## config.mk

```make
export PLATFORM = sky130hd
export DESIGN_NAME = wb_stage_param
export DESIGN_NICKNAME = d
export VERILOG_FILES = /design/src/rtl/wb_stage_param.sv
export SDC_FILE = /design/constraint.sdc
export NUM_CORES = 1
export LEC_CHECK = 0
export ABC_CLOCK_PERIOD_IN_PS = 3140
export BUFFER_PORTS_ARGS = -buffer_cell sky130_fd_sc_hd__buf_2
export CAP_MARGIN = 20
export CORE_MARGIN = 4
export CORE_UTILIZATION = 46
export CTS_BUF_LIST = sky130_fd_sc_hd__clkbuf_4 sky130_fd_sc_hd__clkbuf_8 sky130_fd_sc_hd__clkbuf_16
export CTS_CLUSTER_SIZE = 40
export DETAILED_ROUTE_END_ITERATION = 12
export PLACE_DENSITY = 0.82
export SLEW_MARGIN = 30
export SYNTH_ARGS = -nofsm -noshare
export SYNTH_HDL_FRONTEND = slang
export SYNTH_SLANG_ARGS = --single-unit
export TNS_END_PERCENT = 1
```

## constraint.sdc

```tcl
create_clock -name clk -period 3.14 [get_ports clk]
set_clock_uncertainty 0.2 [all_clocks]
set_input_delay 0.471 -clock clk [delete_from_list [all_inputs] [get_ports clk]]
set_output_delay 0.471 -clock clk [all_outputs]
set_load 0.05 [all_outputs]
```

## src/rtl/wb_stage_param.sv

```systemverilog
// wb_stage_param: parametrised LoongArch write-back stage driving the RF byte-write port,
// the decode forwarding bus and a retire counter. Define WB_TRACE_FIFO_EN to buffer the debug trace.
module wb_stage_param #(
    parameter int unsigned XLEN        = 32,
    parameter int unsigned PC_W        = 32,
    parameter int unsigned RF_ADDR_W   = 5,
    parameter int unsigned TRACE_DEPTH = 4,
    parameter int unsigned CNT_W       = 32,
    parameter int unsigned BUS_W       = PC_W + XLEN/8 + RF_ADDR_W + XLEN
) (
    input  logic                 clk,
    input  logic                 reset,
    input  logic                 ms_valid,
    output logic                 ws_allowin,
    input  logic [BUS_W-1:0]     ms_to_ws_bus,
    output logic [XLEN/8-1:0]    rf_we,
    output logic [RF_ADDR_W-1:0] rf_waddr,
    output logic [XLEN-1:0]      rf_wdata,
    output logic                 ws_fwd_valid,
    output logic [RF_ADDR_W-1:0] ws_fwd_dest,
    output logic [XLEN-1:0]      ws_fwd_data,
    output logic [CNT_W-1:0]     retire_cnt,
    output logic                 debug_wb_valid,
    input  logic                 debug_wb_ready,
    output logic [PC_W-1:0]      debug_wb_pc,
    output logic [XLEN/8-1:0]    debug_wb_rf_we,
    output logic [RF_ADDR_W-1:0] debug_wb_rf_wnum,
    output logic [XLEN-1:0]      debug_wb_rf_wdata
);
    localparam int unsigned NB = XLEN / 8;

    logic                 ws_valid_q;
    logic [PC_W-1:0]      pc_q;
    logic [NB-1:0]        mask_q;
    logic [RF_ADDR_W-1:0] dest_q;
    logic [XLEN-1:0]      result_q;
    logic [CNT_W-1:0]     cnt_q;

    logic                 ws_ready_go;
    logic                 retire;
    logic [NB-1:0]        eff_mask;

    // r0 is hardwired zero: the write is dropped but the instruction still retires
    assign eff_mask   = (dest_q == '0) ? '0 : mask_q;
    assign ws_allowin = !ws_valid_q || ws_ready_go;
    assign retire     = ws_valid_q && ws_ready_go;

    always_ff @(posedge clk) begin
        if (!reset) begin
            ws_valid_q <= 1'b0;
            pc_q       <= '0;
            mask_q     <= '0;
            dest_q     <= '0;
            result_q   <= '0;
        end else if (ws_allowin) begin
            ws_valid_q <= ms_valid;
            if (ms_valid) begin
                {pc_q, mask_q, dest_q, result_q} <= ms_to_ws_bus;
            end
        end
    end

    always_ff @(posedge clk) begin
        if (!reset) begin
            cnt_q <= '0;
        end else if (retire) begin
            cnt_q <= cnt_q + CNT_W'(1);
        end
    end

    assign retire_cnt   = cnt_q;
    assign rf_we        = retire ? eff_mask : '0;
    assign rf_waddr     = dest_q;
    assign rf_wdata     = result_q;
    assign ws_fwd_valid = ws_valid_q && (|eff_mask);
    assign ws_fwd_dest  = dest_q;
    assign ws_fwd_data  = result_q;

`ifdef WB_TRACE_FIFO_EN
    localparam int unsigned PTR_W = (TRACE_DEPTH > 1) ? $clog2(TRACE_DEPTH) : 1;
    localparam int unsigned ENT_W = PC_W + NB + RF_ADDR_W + XLEN;
    localparam logic [PTR_W:0] DEPTH_C = (PTR_W+1)'(TRACE_DEPTH);

    logic [ENT_W-1:0] fifo_q [TRACE_DEPTH];
    logic [PTR_W-1:0] rd_ptr_q;
    logic [PTR_W-1:0] wr_ptr_q;
    logic [PTR_W:0]   count_q;
    logic             full;
    logic             empty;
    logic             push;
    logic             pop;
    logic [ENT_W-1:0] head;

    assign empty       = (count_q == '0);
    assign full        = (count_q == DEPTH_C);
    assign pop         = !empty && debug_wb_ready;
    assign push        = retire;
    // a full FIFO still accepts a push when the head leaves in the same cycle
    assign ws_ready_go = !full || pop;
    assign head        = empty ? '0 : fifo_q[rd_ptr_q];

    always_ff @(posedge clk) begin
        if (!reset) begin
            rd_ptr_q <= '0;
            wr_ptr_q <= '0;
            count_q  <= '0;
        end else begin
            if (push) begin
                fifo_q[wr_ptr_q] <= {pc_q, eff_mask, dest_q, result_q};
                wr_ptr_q         <= wr_ptr_q + PTR_W'(1);
            end
            if (pop) begin
                rd_ptr_q <= rd_ptr_q + PTR_W'(1);
            end
            if (push && !pop) begin
                count_q <= count_q + (PTR_W+1)'(1);
            end else if (!push && pop) begin
                count_q <= count_q - (PTR_W+1)'(1);
            end
        end
    end

    assign debug_wb_valid = !empty;
    assign {debug_wb_pc, debug_wb_rf_we, debug_wb_rf_wnum, debug_wb_rf_wdata} = head;
`else
    logic wb_unused;

    assign ws_ready_go       = 1'b1;
    assign wb_unused         = &{1'b0, debug_wb_ready, TRACE_DEPTH[0]};
    assign debug_wb_valid    = ws_valid_q;
    assign debug_wb_pc       = pc_q;
    assign debug_wb_rf_we    = ws_valid_q ? eff_mask : '0;
    assign debug_wb_rf_wnum  = dest_q;
    assign debug_wb_rf_wdata = result_q;
`endif

endmodule

```

Word level (Yosys, flattened, before mapping)
Cells that the tools add are included.
W data, S select, Z words.
{ "totals": {"ff_bits": 106, "in_bits": 77, "word_cells": 12} }
{ "op_classes": {"addsub": 1, "muxes": 2, "n_reduce_logical": 3} }
{ "op_table": {"columns": ["op", "n"], "rows": [
  ["$add A32 B1 Y32 const B", 1],
  ["$mux W4", 2],
  ["$logic_not A5 Y1", 1],
  ["$reduce_or A4 Y1", 1],
  ["$logic_and A1 B1 Y1", 1]
]} }

Longest topological paths before layout
Gate-level depths: netlist of the first run.
{ "logic_depth": {"word_depth": 4, "mapped_depth": 6, "ltp_nobuf": 5} }

Worst setup path after synthesis of the first run
No wires, ideal clock.
{ "synth_path": {"kind": "register -> output", "from": "reg ws_valid_q (netlist: debug_wb_valid)", "to": "out rf_we[3]", "arrival_time_ns": 2.140, "required_ns": 2.469, "path_slack_ns": 0.329, "path_stages_with_launch": 5, "n_path_buf": 2, "cell_sequence": "dfxtp_1 > buf_2 > o21ai_0 > nor2_1 > buf_4"} }
{ "synth_via": {"elab_chain_len": 1} }
{ "synth_lines": {"columns": ["item", "line_no", "text"], "rows": [
  ["start, declared", "32", "logic ws_valid_q;"],
  ["start signal, assigned", "56", "ws_valid_q <= ms_valid;"],
  ["$mux W4", null, null],
  ["end, declared", "16", "output logic [XLEN/8-1:0] rf_we,"]
]} }
Every way passes these cells.

Worst setup path in the final report of the first run
{ "layout_path": {"from": "reg dest_q[4] (netlist: debug_wb_rf_wnum[4])", "to": "out rf_we[1]"} }
{ "layout_via": {"elab_chain_len": 3} }
{ "layout_lines": {"columns": ["item", "line_no", "text"], "rows": [
  ["start, declared", "35", "logic [RF_ADDR_W-1:0] dest_q;"],
  ["start signal, assigned", "58", "{pc_q, mask_q, dest_q, result_q} <= ms_to_ws_bus;"],
  ["$logic_not A5 Y1", "44", "assign eff_mask = (dest_q == '0) ? '0 : mask_q;"],
  ["$mux W4", "44", null],
  ["$mux W4", "72", "assign rf_we = retire ? eff_mask : '0;"]
]} }
Every way passes these cells.

==> metrics.cfg, run 1 <==
[cts]
skew_pair_late_insertion_delay_ns=0.36
cts-resized-gates=0
clock-sinks=106
cts_post_setup_buffers_inserted=0
clk_pin_slew_ns=0.10
ctsHoldBuffers=0
clk_root_buffer_cell=clkbuf_8
clock_path_buffers=2
cts_inserted_buffers=9
h-tree-depth=3
cts_tree=built

[timing]
slew_headroom=0.643
final_period_minus_worst_setup_slack_ns=2.68
drv_slew=0
setup_total_negative_slack_ns=0
finalSetupViolCount=0
tightestPinTransition_ns=0.535
final_critical_path_setup_slack_ns=0.462
maxClockFrequency_ghz=0.373
holdWs_ns=0.138
hold_viol=0
period_share=0.853
rsz0062_at_grt=false

[min_path]
min_delay_worst_endpoint=debug_wb_rf_wdata[27]$_SDFFE_PN0P_
worst_hold_stages=3
hold_path.startpoint=ms_to_ws_bus[27]
min_path_type=in -> reg

[detailed_routing]
drt_first_iter_violations=210
iteration_count_of_the_initial_detailed_routing_pass=4
drtAntennaViolNets=0
post_drt_wl_per_cell_um=14.8
vias_per_cell=5.01
vias=4078
drc=0
drt-total-wl_um=12000

[setup_path]
crit_path_cell_trace=or4_1 > o21ai_0 > nor2_1 > buf_2
rr_endpoint=retire_cnt[28]$_SDFFE_PN0P_
timing.reg2reg.setup_slack_ns=0.77
critical_path.max_fanout=5
setup_crit_start_kind=register
crit_path_max_incr_delay_ns=0.54
critPathArrivalTime_ns=2.01
timing.critical_path.from=debug_wb_rf_wnum[4]$_SDFFE_PN0P_
regToRegStartpoint=retire_cnt[0]$_SDFFE_PN0P_
timing.critical_path.slowest_stage_cell=or4_1
critical_path_required_ns=2.47
r2r_cells=5
timing_worst_setup_path_type=reg -> out
end_kind=output pin

[yosys]
syn-cell-area_mm2=0.00471
async_set_or_reset_flop_fraction_in_the_synthesized_netlist=0
synthTopCellsByCount=dfxtp_1, nor2_1, buf_4
syn-mean-instance-area_um2=9.34
synth_fp_nets=582
seq_area_frac_synth=0.451
synth_cell_type_count=31
synth_enable_flop_cells=0
synthTopCellsByArea=dfxtp_1, mux2i_1, buf_4
ys_seq_elements=106
synth.largest_area_cell=dfxtp_1
syn-instance-count=504
synth_top_area_frac=0.451
yosysWarnings=0
synthMostInstantiatedCell=dfxtp_1
synth_top_flop_cell=dfxtp_1

[global_routing]
grt_antenna_before_repair=0
grt_pass1_wl_um=18000
grt_remaining_overflow=0
grt_util_overall=0.188
grt_pass1_vias=3738
pin_count_of_the_biggest_net_entering_global_routing=64

[final_layout]
antennaDiodeCount=0
final_cell_area_mm2=0.00581
final_nets=754
syn_to_final_growth_pct=23.3
finalNonFillerCells=814
drive_above_1_share=0.416
postLayoutCoreUtil=0.589

[power_and_ir_drop]
power_switching_share=0.325
p_total_mw=3.19
comb_power_share=0.223
cellInternalPower_mw=2.15
vdd_drop_max_v=0.000360
static-leakage-power_nw=3.05
power.sequential.fraction=0.453
clkPwrFrac=0.324
netSwitchingPower_mw=1.04
power.density_mw_per_mm2=549

[floorplan]
start_util=0.477
fp.dieH_um=109
ioPinCount=263
dieArea_mm2=0.0119
die_w_um=109
num_rows=36
core_area_mm2=0.00986

[placed_design]
detailedPlacementHpwl_um=9170
port_buffers=260
postPlaceCellArea_mm2=0.00555
worst_setup_timing_slack_at_the_placement_stage_ns=0.792
place_inst=798
finalWeightedCongestion=0.823

[status]
outcome=finished clean

[flow_run]
maxCapViolations=0

[worst max-delay path: cells and delay by family, from the launching register on]
kind | cells | cell delay [ns]
buffers and inverters | 1 | 0.23
AOI/OAI and AO/OA | 1 | 0.41
and+or+nand+nor | 2 | 0.65
DFF | 1 | 0.36
[power groups by stage]
stage / registers [mW] / clock network (mW) / logic [mW]
2_1_floorplan: 1.66 / 0 / 0.417
3_3_place_gp: 1.47 / 0 / 0.710
3_5_place_dp: 1.48 / 0 / 0.718
4_1_cts: 1.45 / 1.05 / 0.719
5_1_grt: 1.45 / 1.12 / 0.750
6_report: 1.44 / 1.03 / 0.713
[worst max path at each step]
stage / to / slack, ns / cells past startpoint
floorplan: rf_we[3] / 0.33 / 4
global route: ws_fwd_valid / 0.27 / 4
CTS: ws_fwd_valid / 0.46 / 4
finish: rf_we[1] / 0.46 / 4
detailed placement: retire_cnt[26]$_SDFFE_PN0P_ / 0.79 / 5
global placement: retire_cnt[28]$_SDFFE_PN0P_ / 0.89 / 5
[layout make-up]
class	count	area, um^2
clock inverters	5	108
repair buffers	264	1360
fillers	840	4060
flip-flops and latches	106	2120
well taps	133	166
inverters	7	26.3
multi-input cells	288	1880
clock buffers	11	151
[kinds of logic (layout without fill, tap and decap cells)]
| kind of cell | Yosys count | after routing | synth area share |
|---|---|---|---|
| adder cells (fa/ha/maj) | 1 | 1 | 0.00266 |
| multiplexers | 75 | 75 | 0.159 |
| AO/OA/AOI/OAI | 40 | 40 | 0.0481 |
| XOR/XNOR | 11 | 11 | 0.0205 |
| buffers and inverters | 110 | 287 | 0.151 |
| other | 1 | 1 | 0.000796 |
| AND/OR/NAND/NOR | 160 | 160 | 0.167 |
| flip-flops | 106 | 106 | 0.451 |
[layout by cell type, fill, tap and decap left out, types with 2 or more instances in the layout]
cell type | netlist | layout
inv_6 | 0 | 2
bufinv_16 | 0 | 3
xor2_1 | 7 | 7
buf_4 | 79 | 3
buf_2 | 2 | 259
or4_1 | 10 | 10
and4_1 | 8 | 8
xnor2_1 | 4 | 4
o31ai_1 | 9 | 9
nand2_1 | 10 | 10
and3_1 | 3 | 3
clkbuf_8 | 0 | 11
dfxtp_1 | 106 | 106
nor3_1 | 2 | 2
buf_12 | 0 | 2
inv_1 | 6 | 6
nand3_1 | 11 | 11
a21oi_1 | 19 | 19
nor2_1 | 89 | 89
o21ai_0 | 11 | 11
mux2i_1 | 75 | 75
and2_1 | 2 | 2
nand4_1 | 11 | 11
or3_1 | 9 | 9
[registers in the layout, indices dropped and copies added (netlist names)]
name	flops
retire_cnt	32
debug_wb_valid	1
debug_wb_pc	32
debug_wb_rf_wnum	5
mask_q	4
debug_wb_rf_wdata	32
[layer usage]
| metal | GRT usage | vias up | routed length, um |
|---|---|---|---|
| met3 | 0.0420 | 14 | 1000 |
| met2 | 0.343 | 178 | 6150 |
| met1 | 0.213 | 1902 | 4680 |
| met5 | 0 | - | 0 |
| li1 | - | 1984 | - |
| met4 | 0.0730 | 0 | 194 |
Note: power is estimated with default switching activity, not from simulation.
==> inputs of run 2 (changes only) <==
--- a/config.mk
+++ b/config.mk
@@ -9,11 +9,11 @@
 export BUFFER_PORTS_ARGS = -buffer_cell sky130_fd_sc_hd__buf_2
 export CAP_MARGIN = 20
 export CORE_MARGIN = 4
-export CORE_UTILIZATION = 46
+export CORE_UTILIZATION = 48
 export CTS_BUF_LIST = sky130_fd_sc_hd__clkbuf_4 sky130_fd_sc_hd__clkbuf_8 sky130_fd_sc_hd__clkbuf_16
 export CTS_CLUSTER_SIZE = 40
 export DETAILED_ROUTE_END_ITERATION = 12
-export PLACE_DENSITY = 0.82
+export PLACE_DENSITY = 0.85
 export SLEW_MARGIN = 30
 export SYNTH_ARGS = -nofsm -noshare
 export SYNTH_HDL_FRONTEND = slang
==> run 2 against run 1 <==
Final cell count fell by 0.61%. Hold slack better by 0.0098 ns. Clock power is 15% lower. Sequential share of layout area increased by 0.45 points. Register-to-register slack got worse by 0.09 ns. First-iteration DRC count is 13% lower. Fmax fell by 4.7%. Clock-buffer cell count unchanged. Combinational power is 1% lower. Worst setup slack lost 0.13 ns. Critical path depth unchanged. Critical path type unchanged. Critical endpoint is now debug_wb_rf_we[3].
==> metrics.cfg, run 2 (same netlist as run 1, synthesis figures left out) <==
[setup_path]
critical_path.max_fanout=5
timing_worst_setup_path_type=reg -> out
rr_endpoint=retire_cnt[28]$_SDFFE_PN0P_
regToRegStartpoint=retire_cnt[0]$_SDFFE_PN0P_
critical_path_required_ns=2.47
end_kind=output pin
critPathArrivalTime_ns=2.14
setup_crit_start_kind=register
r2r_cells=5
timing.reg2reg.setup_slack_ns=0.68

[timing]
drv_slew=0
tightestPinTransition_ns=0.613
hold_viol=0
setup_total_negative_slack_ns=0
rsz0062_at_grt=false
period_share=0.894
maxClockFrequency_ghz=0.356
final_period_minus_worst_setup_slack_ns=2.81
finalSetupViolCount=0
slew_headroom=0.587

[power_and_ir_drop]
power_switching_share=0.343
netSwitchingPower_mw=1.04
cellInternalPower_mw=1.99
clkPwrFrac=0.289
static-leakage-power_nw=3.01
vdd_drop_max_v=0.000302
comb_power_share=0.233
power.density_mw_per_mm2=528
power.sequential.fraction=0.478

[cts]
h-tree-depth=3
cts-resized-gates=0
clk_root_buffer_cell=clkbuf_8
clock-sinks=106
cts_post_setup_buffers_inserted=0
clk_pin_slew_ns=0.11
cts_tree=built
ctsHoldBuffers=0
clock_path_buffers=2
cts_inserted_buffers=9
skew_pair_late_insertion_delay_ns=0.35

[min_path]
hold_path.startpoint=ms_to_ws_bus[63]
min_path_type=in -> reg
min_delay_worst_endpoint=debug_wb_pc[22]$_SDFFE_PN0P_
worst_hold_stages=3

[final_layout]
drive_above_1_share=0.415
antennaDiodeCount=0
final_common_cell=buf_2
most-common-layout-cells=buf_2, dfxtp_1, nor2_1, mux2i_1, a21oi_1
finalNonFillerCells=809
final_nets=753
syn_to_final_growth_pct=21.8

[floorplan]
core_area_mm2=0.00942
fp.dieH_um=107
dieArea_mm2=0.0115
ioPinCount=263
num_rows=35
die_w_um=107
start_util=0.500

[global_routing]
pin_count_of_the_biggest_net_entering_global_routing=75
grt_antenna_before_repair=0
grt_util_overall=0.197
grt_remaining_overflow=0
grt_pass1_vias=3868
grt_pass1_wl_um=18700

[detailed_routing]
drt-total-wl_um=12000
post_drt_wl_per_cell_um=14.8
drtAntennaViolNets=0
iteration_count_of_the_initial_detailed_routing_pass=5
drc=0
vias_per_cell=5.05
vias=4083
drt_first_iter_violations=183

[status]
outcome=finished clean

[flow_run]
maxCapViolations=0

[placed_design]
port_buffers=260
detailedPlacementHpwl_um=9140
finalWeightedCongestion=0.799
place_inst=793

[run 2: changes by cell type in the layout (fill, tap and decap cells not counted)]
cell and delta:
bufinv_16 -2, clkinvlp_4 +2, inv_6 -2, clkinv_2 +1, inv_8 +1, buf_12 -1
[run 2: power by group through the flow]
stage / Combinational [mW] / Sequential (mW) / Clock [mW]
global route: 0.741 / 1.46 / 0.957
detailed placement: 0.711 / 1.48 / 0
global placement: 0.702 / 1.47 / 0
CTS: 0.711 / 1.45 / 0.899
floorplan: 0.417 / 1.66 / 0
finish: 0.706 / 1.45 / 0.874
[run 2: how the worst max path moves through the flow]
stage | startpoint | end | slack, ns | cells past startpoint
global route | debug_wb_rf_wnum[4]$_SDFFE_PN0P_ | debug_wb_rf_we[3] | 0.18 | 4
CTS | debug_wb_rf_wnum[0]$_SDFFE_PN0P_ | debug_wb_rf_we[3] | 0.30 | 4
finish | debug_wb_rf_wnum[0]$_SDFFE_PN0P_ | debug_wb_rf_we[3] | 0.33 | 4
floorplan | debug_wb_valid$_SDFF_PN0_ | rf_we[3] | 0.33 | 4
detailed placement | debug_wb_rf_wnum[0]$_SDFFE_PN0P_ | debug_wb_rf_we[3] | 0.71 | 4
global placement | debug_wb_rf_wnum[4]$_SDFFE_PN0P_ | rf_we[3] | 0.75 | 4
[run 2: per-layer routing]
layer | wire length [um] | global-route usage | share of wire | vias to the layer above
met5 | 0 | 0 | 0 | -
met4 | 211 | 0.0749 | 0.018 | 0
met3 | 1000 | 0.0470 | 0.084 | 16
met2 | 6100 | 0.346 | 0.51 | 190
met1 | 4670 | 0.231 | 0.39 | 1895
li1 | - | - | - | 1982
[run 2: layout make-up]
type	count	area [um^2]
Clock buffer	11	151
Clock inverter	5	61.3
Fill cell	780	3680
Inverter	7	26.3
Multi-Input combinational cell	288	1880
Sequential cell	106	2120
Tap cell	129	161
Timing Repair Buffer	263	1340
[run 2: stage by stage]
stage | hold WS [ns] | power [mW] | setup WS, ns | cell area [um^2] | util
floorplan | 0.260 | 2.08 | 0.329 | 4710 | -
global placement | 0.267 | 2.18 | 0.747 | 5520 | 0.587
detailed placement | 0.279 | 2.19 | 0.708 | 5520 | 0.587
CTS | 0.126 | 3.06 | 0.296 | 5740 | 0.609
global route | 0.135 | 3.16 | 0.184 | 5740 | 0.609
finish | 0.148 | 3.03 | 0.331 | 5740 | 0.609
[run 2: critical path, stage by stage, from the launching register on]
cell and delay [ns]:
dfxtp_1 0.37, or4_1 0.50, o21ai_0 0.51, nor2_1 0.15, buf_2 0.25
